**src/rtl/seg_display_system_pkg.sv**
```systemverilog
// Shared constants for the 4-digit 7-segment demo.
// Glyph table, default dividers and anode idle pattern.
package seg_display_system_pkg;

   localparam int REFRESH_DIV_DEF = 100000;
   localparam int COUNT_DIV_DEF   = 10000000;

   localparam logic [3:0] AN_OFF = 4'b1111;

   // active-low {g,f,e,d,c,b,a}
   localparam logic [6:0] SEG_LUT [0:15] = '{
      7'b1000000, 7'b1111001, 7'b0100100, 7'b0110000,
      7'b0011001, 7'b0010010, 7'b0000010, 7'b1111000,
      7'b0000000, 7'b0010000, 7'b0001000, 7'b0000011,
      7'b1000110, 7'b0100001, 7'b0000110, 7'b0001110
   };

   // counter width for a divider, never below one bit
   function automatic int div_width(input int div);
      return (div > 1) ? $clog2(div) : 1;
   endfunction

endpackage

```
**src/rtl/seg_display_system_hex_to_seg.sv**
```systemverilog
// Hex nibble to active-low 7-segment glyph.
// Purely combinational lookup.
module hex_to_seg
   import seg_display_system_pkg::*;
(
   input  logic [3:0] nib,
   output logic [6:0] seg
);

   // table lookup of the glyph for this nibble
   always_comb begin
      seg = SEG_LUT[nib];
   end

endmodule

```
**src/rtl/seg_display_system.sv**
```systemverilog
// 4-digit common-anode display demo: free-running hex
// counter shown by time-multiplexed anode scanning.
module seg_display_system
   import seg_display_system_pkg::*;
#(
   parameter int REFRESH_DIV = REFRESH_DIV_DEF,
   parameter int COUNT_DIV   = COUNT_DIV_DEF
) (
   input  logic       clk,
   input  logic       reset,
   output logic [6:0] seg,
   output logic       dp,
   output logic [3:0] an
);

   localparam int CW = div_width(COUNT_DIV);
   localparam int RW = div_width(REFRESH_DIV);

   localparam logic [CW-1:0] CNT_MAX = CW'(COUNT_DIV - 1);
   localparam logic [RW-1:0] REF_MAX = RW'(REFRESH_DIV - 1);

   logic [15:0]   value;
   logic [CW-1:0] cnt_div;
   logic [RW-1:0] ref_div;
   logic [1:0]    idx;

   logic       cnt_tick;
   logic       ref_tick;
   logic [3:0] nib;

   assign cnt_tick = (cnt_div == CNT_MAX);
   assign ref_tick = (ref_div == REF_MAX);

   // counter prescaler; value bumps on the wrap edge
   always_ff @(posedge clk or posedge reset) begin
      if (reset) begin
         cnt_div <= '0;
         value   <= '0;
      end else if (cnt_tick) begin
         cnt_div <= '0;
         value   <= value + 16'd1;
      end else begin
         cnt_div <= cnt_div + CW'(1);
      end
   end

   // scan prescaler; digit index advances on the wrap edge
   always_ff @(posedge clk or posedge reset) begin
      if (reset) begin
         ref_div <= '0;
         idx     <= '0;
      end else if (ref_tick) begin
         ref_div <= '0;
         idx     <= idx + 2'd1;
      end else begin
         ref_div <= ref_div + RW'(1);
      end
   end

   // pick the nibble belonging to the active digit
   always_comb begin
      nib = value[3:0];
      unique case (idx)
         2'd0: nib = value[3:0];
         2'd1: nib = value[7:4];
         2'd2: nib = value[11:8];
         2'd3: nib = value[15:12];
         default: nib = value[3:0];
      endcase
   end

   hex_to_seg u_dec (
      .nib (nib),
      .seg (seg)
   );

   // one anode low, selected straight from idx
   always_comb begin
      an = AN_OFF ^ (4'b0001 << idx);
   end

   assign dp = 1'b1;

endmodule

```
**config.mk**
```make
export PLATFORM = sky130hd
export DESIGN_NAME = seg_display_system
export DESIGN_NICKNAME = d
export VERILOG_FILES = /design/src/rtl/seg_display_system_pkg.sv /design/src/rtl/seg_display_system_hex_to_seg.sv /design/src/rtl/seg_display_system.sv
export SDC_FILE = /design/constraint.sdc
export NUM_CORES = 1
export LEC_CHECK = 0
export ABC_AREA = 1
export BUFFER_PORTS_ARGS = -buffer_cell sky130_fd_sc_hd__buf_2
export CORE_ASPECT_RATIO = 1.5
export CORE_MARGIN = 1
export CORE_UTILIZATION = 50
export CTS_BUF_LIST = sky130_fd_sc_hd__clkbuf_16
export DETAILED_ROUTE_END_ITERATION = 7
export MAX_ROUTING_LAYER = met4
export PLACE_DENSITY_LB_ADDON = 0.15
export SYNTH_ARGS = -nofsm -noshare
export SYNTH_HDL_FRONTEND = slang
export SYNTH_SLANG_ARGS = --single-unit
```
**constraint.sdc**
```tcl
create_clock -name clk -period 2.7 [get_ports clk]
set_clock_uncertainty 0.15 [all_clocks]
set_input_delay 0.27 -clock clk [delete_from_list [all_inputs] [get_ports clk]]
set_output_delay 0.27 -clock clk [all_outputs]
set_load 0.005 [all_outputs]
```
==> summary.md <==
| Metric | Value |
|---|---|
| Outcome | `complete, no violations` |
| Share of layout cells above drive strength 1 | `0.113` |
| Most common library cell in the layout ignoring fill and taps | `sky130_fd_sc_hd__nand2_1` |
| Final Hold Viols | `0` |
| Static leakage | `about 2.3 nW` |
| Count of pins over their slew limit | `0` |
| CTS HTree Levels | `3` |
| Largest net degree at the start of global routing | `25` |
| Post-route DRC | `0` |
| Total die area | `around 8200 µm²` |
| Worst setup EP type | `primary output` |
| Critical Path Sink | `seg[6]` |
| Max-slew headroom | `0.595` |
| Min cycle time layout | `between 2 and 3 ns` |
| Final worst slack | `0.114 ns` |
| Max capacitance violation total | `0` |
| Net switching component of the power | `approximately 0.00042 W` |
| Antenna violations before repair | `0` |
| Clock-pin transition on the worst setup and hold timing paths | `around 0.050 ns` |
| Global router's overall resource usage | `0.240` |
| Critical path required time | `around 2.3 ns` |
| First-pass GRT wire length | `about 14 mm` |
| Startpoint class of the critical path | `flop` |
| Core region area | `approximately 7600 µm²` |
| M1 GR Usage | `0.244` |
| Final-stage net count | `620` |
| Cell count after synthesis | `between 500 and 600` |
| Arrival time at the worst endpoint | `between 2 and 2.5 ns` |
| PortBufs | `12` |
| Final instance area | `about 4500 µm²` |
| Per-cell routed wire length | `roughly 12 µm` |
| Capture instance of the worst register-to-register path | `value[2]$_DFFE_PP0N_` |
| Clock Root Buffer | `sky130_fd_sc_hd__clkbuf_16` |
| Sequential element share of the synthesized area | `0.379` |
| TritonCTS clock tree | `done` |
| Met3 layer usage reported by global route | `0.0473` |
| Initial standard-cell utilization of the core | `0.515` |
| Cell Pwr Density | `between 400 and 500 nW/µm²` |
| CTS Buf Count | `9` |
| Total power draw | `between 0.002 and 0.0025 W` |
| Worst Hold Class | `input pin to asynchronous set/reset pin` |
| Busiest grt layer | `met2` |
| Fin crit share | `0.958` |
| Switching part of the total power | `0.200` |
| Finished Layout Cells | `around 710` |
| Placed cell count | `689` |
| Int Pwr | `between 0.0015 and 0.002 W` |
| Logic gate share of total power | `0.010` |
| Number of endpoints failing setup at the final stage | `0` |
| Length of the first detailed-routing pass in iterations | `5` |
| Number of global-route vias before repair | `between 3000 and 4000` |
| Number of warnings issued by yosys | `0` |
| First DRT Iteration DRCs | `roughly 200` |
| Register bit total from synthesis | `59` |
| Final weighted congestion of routability-driven global placement | `between 0.8 and 0.9` |
| Per-cell via count in the routed design | `a little over 5` |
| Count of cells along the worst register-to-register path | `9` |
| Total wire length after detailed routing | `between 8 and 9 mm` |
| Post-detailed-placement half-perimeter wirelength | `about 6.5 mm` |
| Share of power burned in registers | `0.421` |
| Clk network pwr share | `0.569` |
| Number of buffers on the longest clock path | `2` |
| Critical path class | `flop to primary output` |
| Worst slew pin tran | `a little over 0.6 ns` |
| I/O pin count | `14` |
| Die height | `110 µm` |
| Area added between synthesis and finish | `14.7%` |
| Maximum fanout along the worst path | `8` |
| Num Clock Sinks | `a little under 60` |
| Placed Area | `4060 µm²` |
| Min Hold Slack | `about 0.31 ns` |
| R2R Path Start | `cnt_div[0]$_DFF_PP0_` |
| Reg2reg setup slack | `~0.65 ns` |
| Commonest non-fill, non-tap cells in the layout | `sky130_fd_sc_hd__nand2_1 (198), sky130_fd_sc_hd__nor2_1 (87), sky130_fd_sc_hd__inv_1 (70)` |
| Worst slack at placement | `0.190 ns` |
| Die outline width | `~74 µm` |
| Post-route antenna net violation count | `0` |
| Std-Cell Rows | `39` |
| Area of the mapped netlist | `3890 µm²` |
| Antenna Diode Count | `0` |
| Later-pin clock latency in the skew report | `about 0.33 ns` |
| Maximum vdd drop | `around 0.00043 V` |
| Number of distinct library cells after synthesis | `31` |
| Startpoint of the worst setup timing path | `idx[1]$_DFFE_PP0N_` |
| Count of vias placed by the detailed router | `between 3000 and 4000` |
| Avg Synthesized Cell Area | `roughly 6.8 µm²` |
| Gr ovfl total | `0` |
| Global-route met2 utilization | `0.432` |
| Number of nets produced by synthesis | `approximately 590` |
| Highest clock frequency the design can meet | `slightly below 400 MHz` |
timing repair:
| item | in CTS | in global routing |
|---|---|---|
| hold endpoints to repair | 16 | 0 |
| gates resized for setup | 4 | 12 |
| cloned | 0 | 0 |
| setup endpoints to repair | 7 | 7 |
| hold buffers | 1 | 0 |
| setup buffers | 0 | 5 |
| pin swaps | 0 | 1 |
registers in the layout, indices dropped and copies added (netlist names):
register and count:
cnt_div 24, idx 2, ref_div 17, value 16
power by group through the flow:
stage          Combinational (W)  Clock (W)  Sequential, W
2_1_floorplan          0.0000143          0       0.000900
3_3_place_gp           0.0000216          0       0.000900
3_5_place_dp           0.0000220          0       0.000900
4_1_cts                0.0000230    0.00122       0.000885
5_1_grt                0.0000264    0.00125       0.000885
6_report               0.0000215    0.00120       0.000885
cell usage after synthesis:
library cell,n,share of area
sky130_fd_sc_hd__dfrtp_1,59,0.38
sky130_fd_sc_hd__nand2_1,199,0.19
sky130_fd_sc_hd__xor2_1,18,0.040
sky130_fd_sc_hd__buf_6,3,0.0087
sky130_fd_sc_hd__o21ai_2,1,0.0022
sky130_fd_sc_hd__xnor2_1,4,0.0090
sky130_fd_sc_hd__conb_1,1,0.00096
sky130_fd_sc_hd__nor2_8,1,0.0051
sky130_fd_sc_hd__clkinv_1,1,0.00096
sky130_fd_sc_hd__nand3_2,1,0.0026
sky130_fd_sc_hd__nand3b_1,1,0.0019
sky130_fd_sc_hd__nor2_1,88,0.085
sky130_fd_sc_hd__o21ai_0,3,0.0039
sky130_fd_sc_hd__buf_4,1,0.0019
sky130_fd_sc_hd__nand2_2,3,0.0048
sky130_fd_sc_hd__inv_2,11,0.011
sky130_fd_sc_hd__a21oi_1,3,0.0039
sky130_fd_sc_hd__nand4_1,17,0.027
sky130_fd_sc_hd__nor3b_2,1,0.0032
sky130_fd_sc_hd__a31oi_1,1,0.0016
sky130_fd_sc_hd__o21bai_1,3,0.0058
sky130_fd_sc_hd__inv_1,75,0.072
sky130_fd_sc_hd__o21ai_1,13,0.017
sky130_fd_sc_hd__nor2_4,2,0.0058
sky130_fd_sc_hd__ha_1,14,0.045
sky130_fd_sc_hd__or2_2,1,0.0016
sky130_fd_sc_hd__nor2_2,1,0.0016
sky130_fd_sc_hd__nand3_1,45,0.058
sky130_fd_sc_hd__a21o_1,1,0.0019
sky130_fd_sc_hd__nor3_1,4,0.0051
sky130_fd_sc_hd__or2_1,1,0.0016
cell families after synthesis:
| family | after synthesis | share of synthesized area |
|---|---|---|
| and+or+nand+nor | 365 | 0.395 |
| DFF | 59 | 0.379 |
| xor gates and xnor gates | 22 | 0.0495 |
| other | 1 | 0.000963 |
| adders and majority gates | 14 | 0.0450 |
| AOI/OAI and AO/OA | 25 | 0.0360 |
| buffers and inverters | 91 | 0.0944 |
per-layer routing:
| layer | routed length [µm] | up-vias |
|---|---|---|
| met3 | 221 | 20 |
| met1 | 3580 | 1667 |
| li1 | - | 1840 |
| met4 | 225 | 0 |
| met2 | 4740 | 68 |
| met5 | 0 | - |
through the flow:
step,TNS [ns],util
after floorplan,0,-
after global placement,0,0.536
after detailed placement,0,0.536
after CTS,0,0.579
after global routing,-0.0205,0.591
final,0,0.591
cell type report:
class | count | area, µm²
fillers | 714 | 3090
multi-input cells | 427 | 2110
flip-flops and latches | 59 | 1480
inverters | 87 | 327
clock buffers | 9 | 225
well taps | 102 | 128
repair buffers | 20 | 123
clock inverters | 7 | 82.6
critical path, stage by stage (launching register included):
cell	delay, ns
sky130_fd_sc_hd__dfrtp_1	0.40
sky130_fd_sc_hd__inv_2	0.09
sky130_fd_sc_hd__ha_1	0.16
sky130_fd_sc_hd__inv_2	0.07
sky130_fd_sc_hd__or2_2	0.30
sky130_fd_sc_hd__o21ai_4	0.12
sky130_fd_sc_hd__inv_2	0.09
sky130_fd_sc_hd__ha_2	0.21
sky130_fd_sc_hd__nand2_2	0.09
sky130_fd_sc_hd__nand2_1	0.06
sky130_fd_sc_hd__nand2_1	0.07
sky130_fd_sc_hd__nand2_1	0.05
sky130_fd_sc_hd__buf_2	0.12
worst min-delay path by stage:
stage          slack (ns)  cells after the start                   end
6_report             0.31                      3    idx[1]$_DFFE_PP0N_
5_1_grt              0.35                      1  ref_div[0]$_DFF_PP0_
4_1_cts              0.31                      3    idx[1]$_DFFE_PP0N_
3_5_place_dp         0.12                      2  ref_div[8]$_DFF_PP0_
3_3_place_gp         0.11                      2  ref_div[8]$_DFF_PP0_
2_1_floorplan        0.28                      1  ref_div[0]$_DFF_PP0_
(Power assumes the default switching activity.)
